===== src/rtl/axis_write_sched_pkg.sv =====
// Shared types and constants for the round-robin cfg-bus write scheduler.
package axis_sched_pkg;
  typedef enum logic [1:0] {
    S_IDLE = 2'd0,
    S_ID   = 2'd1,
    S_ADR  = 2'd2,
    S_LEN  = 2'd3
  } state_t;

  // Words per descriptor on the cfg bus: ID, address, length.
  localparam int CFG_SEQ_WORDS = 3;

  // Defaults shared with the write channel's cfg decoder.
  localparam int DEF_CFG_ID   = 1;
  localparam int DEF_CFG_ADDR = 23;
  localparam int DEF_CFG_DATA = 24;

  function automatic int ptr_inc(input int p, input int n);
    return (p + 1 >= n) ? 0 : p + 1;
  endfunction
endpackage


===== src/rtl/axis_write_sched_if.sv =====
// Requester descriptor bus plus cfg bus; master = the scheduler side.
interface axis_write_sched_if #(
  parameter int NB_REQ     = 4,
  parameter int CFG_AWIDTH = 5,
  parameter int CFG_DWIDTH = 32
) ();
  logic [NB_REQ-1:0]            req_valid;
  logic [NB_REQ-1:0]            req_ready;
  logic [NB_REQ*CFG_DWIDTH-1:0] req_address;
  logic [NB_REQ*CFG_DWIDTH-1:0] req_length;
  logic [CFG_AWIDTH-1:0]        cfg_addr;
  logic [CFG_DWIDTH-1:0]        cfg_data;
  logic                         cfg_valid;
  logic                         cfg_ready;

  modport master (
    input  req_valid, req_address, req_length, cfg_ready,
    output req_ready, cfg_addr, cfg_data, cfg_valid
  );

  modport slave (
    output req_valid, req_address, req_length, cfg_ready,
    input  req_ready, cfg_addr, cfg_data, cfg_valid
  );
endinterface


===== src/rtl/axis_write_sched_rr_arbiter.sv =====
// Combinational round-robin picker: first set request at or after i_ptr, cyclically.
module rr_arbiter #(
  parameter int NB_REQ = 4,
  parameter int IW     = (NB_REQ > 1) ? $clog2(NB_REQ) : 1
) (
  input  logic [NB_REQ-1:0] i_req,
  input  logic [IW-1:0]     i_ptr,
  input  logic              i_en,
  output logic [NB_REQ-1:0] o_gnt,
  output logic [IW-1:0]     o_idx,
  output logic              o_any
);
  int w_k;

  always_comb begin
    o_gnt = '0;
    o_idx = '0;
    o_any = 1'b0;
    w_k   = 0;
    if (i_en) begin
      for (int i = 0; i < NB_REQ; i++) begin
        w_k = (int'(i_ptr) + i) % NB_REQ;
        if (!o_any && i_req[w_k]) begin
          o_any      = 1'b1;
          o_idx      = IW'(w_k);
          o_gnt[w_k] = 1'b1;
        end
      end
    end
  end
endmodule


===== src/rtl/axis_write_sched.sv =====
// Round-robin scheduler serialising requester descriptors onto a 3-word cfg bus sequence.
// Optional descriptor counter output enabled by AXIS_WRITE_SCHED_STATS_EN.
module axis_write_sched
  import axis_sched_pkg::*;
#(
  parameter int NB_REQ     = 4,
  parameter int CFG_ID     = DEF_CFG_ID,
  parameter int CFG_ADDR   = DEF_CFG_ADDR,
  parameter int CFG_DATA   = DEF_CFG_DATA,
  parameter int CFG_AWIDTH = 5,
  parameter int CFG_DWIDTH = 32,
  localparam int IW        = (NB_REQ > 1) ? $clog2(NB_REQ) : 1
) (
  input  logic               clk,
  input  logic               rst,
  axis_write_sched_if.master bus,
  output logic [IW-1:0]      grant_id,
  output logic               busy
`ifdef AXIS_WRITE_SCHED_STATS_EN
  ,
  output logic [31:0]        desc_count
`endif
);
  state_t                r_state, w_state_nxt;
  logic [IW-1:0]         r_ptr, w_ptr_nxt;
  logic [IW-1:0]         r_grant, w_grant_nxt;
  logic [CFG_DWIDTH-1:0] r_addr, w_addr_nxt;
  logic [CFG_DWIDTH-1:0] r_len, w_len_nxt;
  logic [CFG_AWIDTH-1:0] r_cfg_addr, w_cfg_addr_nxt;
  logic [CFG_DWIDTH-1:0] r_cfg_data, w_cfg_data_nxt;
  logic                  r_cfg_valid, w_cfg_valid_nxt;
  logic                  r_busy, w_busy_nxt;

  logic [NB_REQ-1:0]     w_gnt_oh;
  logic [IW-1:0]         w_gnt_idx;
  logic                  w_any;
  logic [CFG_DWIDTH-1:0] w_sel_addr, w_sel_len;
  logic                  w_hs;
  logic                  w_done;

  rr_arbiter #(.NB_REQ(NB_REQ), .IW(IW)) u_arb (
    .i_req (bus.req_valid),
    .i_ptr (r_ptr),
    .i_en  (r_state == S_IDLE),
    .o_gnt (w_gnt_oh),
    .o_idx (w_gnt_idx),
    .o_any (w_any)
  );

  assign w_sel_addr = bus.req_address[w_gnt_idx*CFG_DWIDTH +: CFG_DWIDTH];
  assign w_sel_len  = bus.req_length[w_gnt_idx*CFG_DWIDTH +: CFG_DWIDTH];
  assign w_hs       = r_cfg_valid & bus.cfg_ready;

  always_comb begin
    w_state_nxt     = r_state;
    w_ptr_nxt       = r_ptr;
    w_grant_nxt     = r_grant;
    w_addr_nxt      = r_addr;
    w_len_nxt       = r_len;
    w_cfg_addr_nxt  = r_cfg_addr;
    w_cfg_data_nxt  = r_cfg_data;
    w_cfg_valid_nxt = r_cfg_valid;
    w_busy_nxt      = r_busy;
    w_done          = 1'b0;
    case (r_state)
      S_IDLE: begin
        if (w_any) begin
          w_grant_nxt = w_gnt_idx;
          w_addr_nxt  = w_sel_addr;
          w_len_nxt   = w_sel_len;
          if (w_sel_len != '0) begin
            w_state_nxt     = S_ID;
            w_cfg_addr_nxt  = CFG_AWIDTH'(CFG_ADDR);
            w_cfg_data_nxt  = CFG_DWIDTH'(CFG_ID);
            w_cfg_valid_nxt = 1'b1;
            w_busy_nxt      = 1'b1;
          end else begin
            // Empty descriptor: acknowledge and move on without touching the channel.
            w_ptr_nxt = IW'(ptr_inc(int'(w_gnt_idx), NB_REQ));
          end
        end
      end
      S_ID: begin
        if (w_hs) begin
          w_state_nxt    = S_ADR;
          w_cfg_addr_nxt = CFG_AWIDTH'(CFG_DATA);
          w_cfg_data_nxt = r_addr;
        end
      end
      S_ADR: begin
        if (w_hs) begin
          w_state_nxt    = S_LEN;
          w_cfg_data_nxt = r_len;
        end
      end
      S_LEN: begin
        if (w_hs) begin
          w_state_nxt     = S_IDLE;
          w_cfg_addr_nxt  = '0;
          w_cfg_data_nxt  = '0;
          w_cfg_valid_nxt = 1'b0;
          w_busy_nxt      = 1'b0;
          w_ptr_nxt       = IW'(ptr_inc(int'(r_grant), NB_REQ));
          w_done          = 1'b1;
        end
      end
      default: w_state_nxt = S_IDLE;
    endcase
  end

  always_ff @(posedge clk) begin
    if (rst) begin
      r_state     <= S_IDLE;
      r_ptr       <= '0;
      r_grant     <= '0;
      r_addr      <= '0;
      r_len       <= '0;
      r_cfg_addr  <= '0;
      r_cfg_data  <= '0;
      r_cfg_valid <= 1'b0;
      r_busy      <= 1'b0;
    end else begin
      r_state     <= w_state_nxt;
      r_ptr       <= w_ptr_nxt;
      r_grant     <= w_grant_nxt;
      r_addr      <= w_addr_nxt;
      r_len       <= w_len_nxt;
      r_cfg_addr  <= w_cfg_addr_nxt;
      r_cfg_data  <= w_cfg_data_nxt;
      r_cfg_valid <= w_cfg_valid_nxt;
      r_busy      <= w_busy_nxt;
    end
  end

`ifdef AXIS_WRITE_SCHED_STATS_EN
  logic [31:0] r_desc_count;

  always_ff @(posedge clk) begin
    if (rst)         r_desc_count <= '0;
    else if (w_done) r_desc_count <= r_desc_count + 32'd1;
  end

  assign desc_count = r_desc_count;
`endif

  assign bus.req_ready = w_gnt_oh;
  assign bus.cfg_addr  = r_cfg_addr;
  assign bus.cfg_data  = r_cfg_data;
  assign bus.cfg_valid = r_cfg_valid;
  assign grant_id      = r_grant;
  assign busy          = r_busy;
endmodule


===== src/flat_wrapper.sv =====
// flat-port wrapper written by rule: the top's interface ports become plain ports
module axis_write_sched_flat import axis_sched_pkg::*;
#(
  parameter int NB_REQ     = 4,
  parameter int CFG_ID     = DEF_CFG_ID,
  parameter int CFG_ADDR   = DEF_CFG_ADDR,
  parameter int CFG_DATA   = DEF_CFG_DATA,
  parameter int CFG_AWIDTH = 5,
  parameter int CFG_DWIDTH = 32,
  localparam int IW        = (NB_REQ > 1) ? $clog2(NB_REQ) : 1
)
  (clk, rst, grant_id, busy, bus_req_valid, bus_req_address, bus_req_length, bus_cfg_ready, bus_req_ready, bus_cfg_addr, bus_cfg_data, bus_cfg_valid);
  axis_write_sched_if #(.NB_REQ(NB_REQ), .CFG_AWIDTH(CFG_AWIDTH), .CFG_DWIDTH(CFG_DWIDTH)) bus_i ();
  input  logic clk;
  input  logic rst;
  output logic [IW-1:0] grant_id;
  output logic busy;
  input wire logic [$bits(bus_i.req_valid)-1:0] bus_req_valid;
  input wire logic [$bits(bus_i.req_address)-1:0] bus_req_address;
  input wire logic [$bits(bus_i.req_length)-1:0] bus_req_length;
  input wire logic [$bits(bus_i.cfg_ready)-1:0] bus_cfg_ready;
  output wire logic [$bits(bus_i.req_ready)-1:0] bus_req_ready;
  output wire logic [$bits(bus_i.cfg_addr)-1:0] bus_cfg_addr;
  output wire logic [$bits(bus_i.cfg_data)-1:0] bus_cfg_data;
  output wire logic [$bits(bus_i.cfg_valid)-1:0] bus_cfg_valid;
  assign bus_i.req_valid = bus_req_valid;
  assign bus_i.req_address = bus_req_address;
  assign bus_i.req_length = bus_req_length;
  assign bus_i.cfg_ready = bus_cfg_ready;
  assign bus_req_ready = bus_i.req_ready;
  assign bus_cfg_addr = bus_i.cfg_addr;
  assign bus_cfg_data = bus_i.cfg_data;
  assign bus_cfg_valid = bus_i.cfg_valid;
  axis_write_sched #(.NB_REQ(NB_REQ), .CFG_ID(CFG_ID), .CFG_ADDR(CFG_ADDR), .CFG_DATA(CFG_DATA), .CFG_AWIDTH(CFG_AWIDTH), .CFG_DWIDTH(CFG_DWIDTH)) u_core (.clk(clk), .rst(rst), .bus(bus_i), .grant_id(grant_id), .busy(busy));
endmodule

===== config.mk =====
export PLATFORM = sky130hd
export DESIGN_NAME = axis_write_sched_flat
export DESIGN_NICKNAME = d
export VERILOG_FILES = /design/src/rtl/axis_write_sched_pkg.sv /design/src/rtl/axis_write_sched_if.sv /design/src/rtl/axis_write_sched_rr_arbiter.sv /design/src/rtl/axis_write_sched.sv /design/src/flat_wrapper.sv
export SDC_FILE = /design/constraint.sdc
export NUM_CORES = 1
export LEC_CHECK = 0
export ABC_CLOCK_PERIOD_IN_PS = 6400
export CAP_MARGIN = 15
export CORE_MARGIN = 3
export CORE_UTILIZATION = 46
export CTS_CLUSTER_DIAMETER = 40
export CTS_CLUSTER_SIZE = 14
export DETAILED_ROUTE_END_ITERATION = 10
export PLACE_DENSITY = 0.95
export SETUP_SLACK_MARGIN = 0.3
export SLEW_MARGIN = 25
export SYNTH_ARGS = -nofsm -noshare
export SYNTH_HDL_FRONTEND = slang
export SYNTH_HIERARCHICAL = 1
export SYNTH_SLANG_ARGS = --single-unit

===== constraint.sdc =====
create_clock -name clk -period 6.4 [get_ports clk]
set_input_delay 0.64 -clock clk [delete_from_list [all_inputs] [get_ports clk]]
set_output_delay 0.64 -clock clk [all_outputs]
set_load 0.02 [all_outputs]

==> results.tsv <==
stage	metric	value	unit
logic_synthesis	synthArstFlopShare	0	%
placed_design	post-place-ws	871.3	ps
floorplanning	io_pins	308	
worst_hold_path	hold_class	reg -> reg	
detailed_routing	via_count	7485	
worst_setup_path	cpPeakStageDelay	820	ps
outcome	status	finished clean	
worst_setup_path	crit_chain	buf_4, inv_2, ha_1, mux4_2, o211a_1, nor3_4, buf_4, mux4_2, nor4_2, nand4_2, or3_1, buf_4, nand4_1, a21oi_1	
floorplanning	start_util	47.34	%
job	max_cap_violations	0	
floorplanning	die_w	128.8	µm
worst_setup_path	crit_type	reg -> reg	
logic_synthesis	synth-seq-cells	106	
logic_synthesis	avgSynthCellArea	9.219	µm²
worst_setup_path	cpMaxStageDelayCell	or3_1	
sta	finClkSkew	7.393	ps
sta	hold_viol_final	0	
detailed_routing	drtIter0Drc	1161	
logic_synthesis	yosys_warnings	6	
cts	cts_tree	built	
cts	cts-root-buf	clkbuf_16	
sta	slew_viol_final	0	
logic_synthesis	netlist.area_leader.share	30.61	%
detailed_routing	wl_per_cell	22.59	µm
worst_setup_path	cp_num_buf_inv	4	
logic_synthesis	synth_flop_cell	dfxtp_1	
final_layout	final_util	70.56	%
sta	slew_headroom	34.59	%
cts	cts_max_level	3	
worst_setup_path	r2r-end	u_core/bus.cfg_data[22]	
worst_setup_path	critPathMaxFanout	27	
floorplanning	dieArea	16580	µm²
worst_setup_path	endpoint	u_core/bus.cfg_data[22]	
worst_setup_path	cp-start-kind	flip-flop	
sta	worstMarginPinSlew	981.1	ps
worst_setup_path	crit_start	u_core/r_ptr[1]	
placed_design	io_buffers	307	
detailed_routing	totalWireLength	26910	µm
detailed_routing	drc	0	
sta	finalSetupViolCount	0	
global_route	grt.overflow.total	0	
worst_setup_path	cp_top_family	simple AND/OR/NAND/NOR gates	
logic_synthesis	synth.most_common_cell	nand2_1	
logic_synthesis	synth_common_cells	nand2_1, dfxtp_1, a21oi_1	
worst_setup_path	rr_worst_depth	14	
worst_setup_path	arrival	5580	ps
cts	clockBufferDepth	2	
global_route	grt_max_degree	111	
floorplanning	die_h	128.8	µm
cts	hold_buffers	0	
worst_setup_path	cp-end-kind	flip-flop	
sta	period_share	84.20	%
logic_synthesis	synth_area_leaders	dfxtp_1, mux4_2, a21oi_1	
worst_setup_path	required	6590	ps
cts	clk_pin_slew_worst_paths	70	ps
sta	fin_setup_tns	0	ps
cts	ctsResizeCount	0	
final_layout	drive_gt1_share	12.52	%
global_route	track_usage	30.90	%
global_route	antenna_found_initial	1	
sta	max_freq	185.6	MHz
cts	worstSkewPairLatency	340	ps
sta	period_needed	5389	ps
worst_setup_path	critPathMostFrequentCell	buf_4	
logic_synthesis	yosys.area.top_type	dfxtp_1	
power_and_ir_drop	power_leakage	0.003585	µW
logic_synthesis	ys_types	56	
final_layout	nets	1279	
floorplanning	num_rows	44	
detailed_routing	vias_per_cell	6.285	
worst_setup_path	r2r_start	u_core/r_ptr[1]	
logic_synthesis	synth_fp_nets	1030	
global_route	grt_pass1_wl	40150	µm
detailed_routing	ant_nets	0	
final_layout	area_growth	49.03	%
cts	cts_sinks	106	
logic_synthesis	synth_edf_count	0	
placed_design	gp_congestion	0.9504	
power_and_ir_drop	vdd_drop_max	0.3415	mV
logic_synthesis	synthCells	752	
cts	cts_buffers	9	
cts	postCtsSetupBuffers	0	
worst_setup_path	cp_num_cells	14	
worst_setup_path	rrSetupSlack	1010	ps
placed_design	hpwl	20450	µm
floorplanning	core	14640	µm²
sta	rsz0062_at_grt	no	
detailed_routing	drt_first_pass_iters	6	
power_and_ir_drop	power.density	311.4	nW/µm²
sta	fin_ws	1011	ps
logic_synthesis	synth-seq-area-share	30.61	%
logic_synthesis	synth_area	6933	µm²
global_route	grt_pass1_vias	7469	
[power breakdown]
part | total [µW] | leakage (µW) | switching (µW) | internal [µW]
clock | 572 | 0.000149 | 261 | 311
sequential | 997 | 0.000866 | 133 | 864
combinational | 1650 | 0.00257 | 972 | 676
total | 3220 | 0.00359 | 1370 | 1850
[worst min-delay path by stage]
stage,start,to,slack (ps),depth (start not counted)
floorplan,u_core/r_addr[10],u_core/r_addr[10],440,2
global placement,u_core/r_addr[20],u_core/r_addr[20],440,2
detailed placement,u_core/r_addr[25],u_core/r_addr[25],450,2
CTS,u_core/r_addr[25],u_core/r_addr[25],460,2
global route,u_core/r_addr[25],u_core/r_addr[25],470,2
finish,u_core/r_len[24],u_core/r_len[24],460,2
[cell families after synthesis]
logic type	count (synthesis)	share of synthesized area, %
compound gates	209	19.51
mux	76	23.34
simple gates	255	17.43
fa+ha+maj	15	2.707
buf+inv	91	6.407
flops	106	30.61
[sequential cells by signal, summed over array words and instances (netlist names)]
signal / cells
u_core/r_state: 2
u_core/grant_id: 2
u_core/bus.cfg_data: 32
u_core/busy: 1
u_core/bus.cfg_addr: 3
u_core/r_len: 32
u_core/r_addr: 32
u_core/r_ptr: 2
[per-layer routing]
layer	vias up	wire length (µm)	global-route usage, %
met3	80	2961	9.008
met1	3512	9519	38.03
li1	3334	-	-
met4	2	925	10.19
met5	-	13	0
met2	557	13480	52.16
[final cells by class]
type	count	area [µm²]
fillers	1025	4312
well taps	184	230.2
inverters	7	26.28
clock inverters	7	83.83
clock buffers	9	225.2
flip-flops and latches	106	2122
repair buffers	322	3224
multi-input cells	555	4418
diodes	1	2.502
[per-stage QoR]
step           instances  hold slack (ps)  area [µm²]  total power, µW
2_1_floorplan        752            436.0        6933             2044
3_3_place_gp        1174            441.5       10010             2539
3_5_place_dp        1174            446.8       10020             2600
4_1_cts             1190            456.9       10330             3167
5_1_grt             1190            474.1       10330             3362
6_report            1191            458.1       10330             3217
[worst reg2reg max path, stage by stage, from the launching register on]
cell     delay, ps
dfxtp_1        310
buf_4          210
inv_2          100
ha_1           620
mux4_2         440
o211a_1        280
nor3_4         230
buf_4          450
mux4_2         610
nor4_2         380
nand4_2        230
or3_1          820
buf_4          370
nand4_1        110
a21oi_1         80
[layout by cell type, fill, tap and decap left out, drive strengths merged, types with 2 or more instances in the layout]
cell type        n
and3             2
a311oi           2
nor3             6
clkinv           2
o21ai            5
clkbuf           9
inv             10
a32o             4
and2             4
ha              15
or2              4
nand4           34
clkdlybuf4s50  306
o31ai           32
a22oi           36
nand2b           4
nand2          136
nand3            4
dfxtp          106
nor4             9
nor2            40
o211ai           2
mux2i            4
or3              2
a31oi            4
mux2             6
o2111ai          8
a21oi          102
nor2b            9
buf             16
a211oi           6
mux4            66
(Power assumes the default switching activity.)
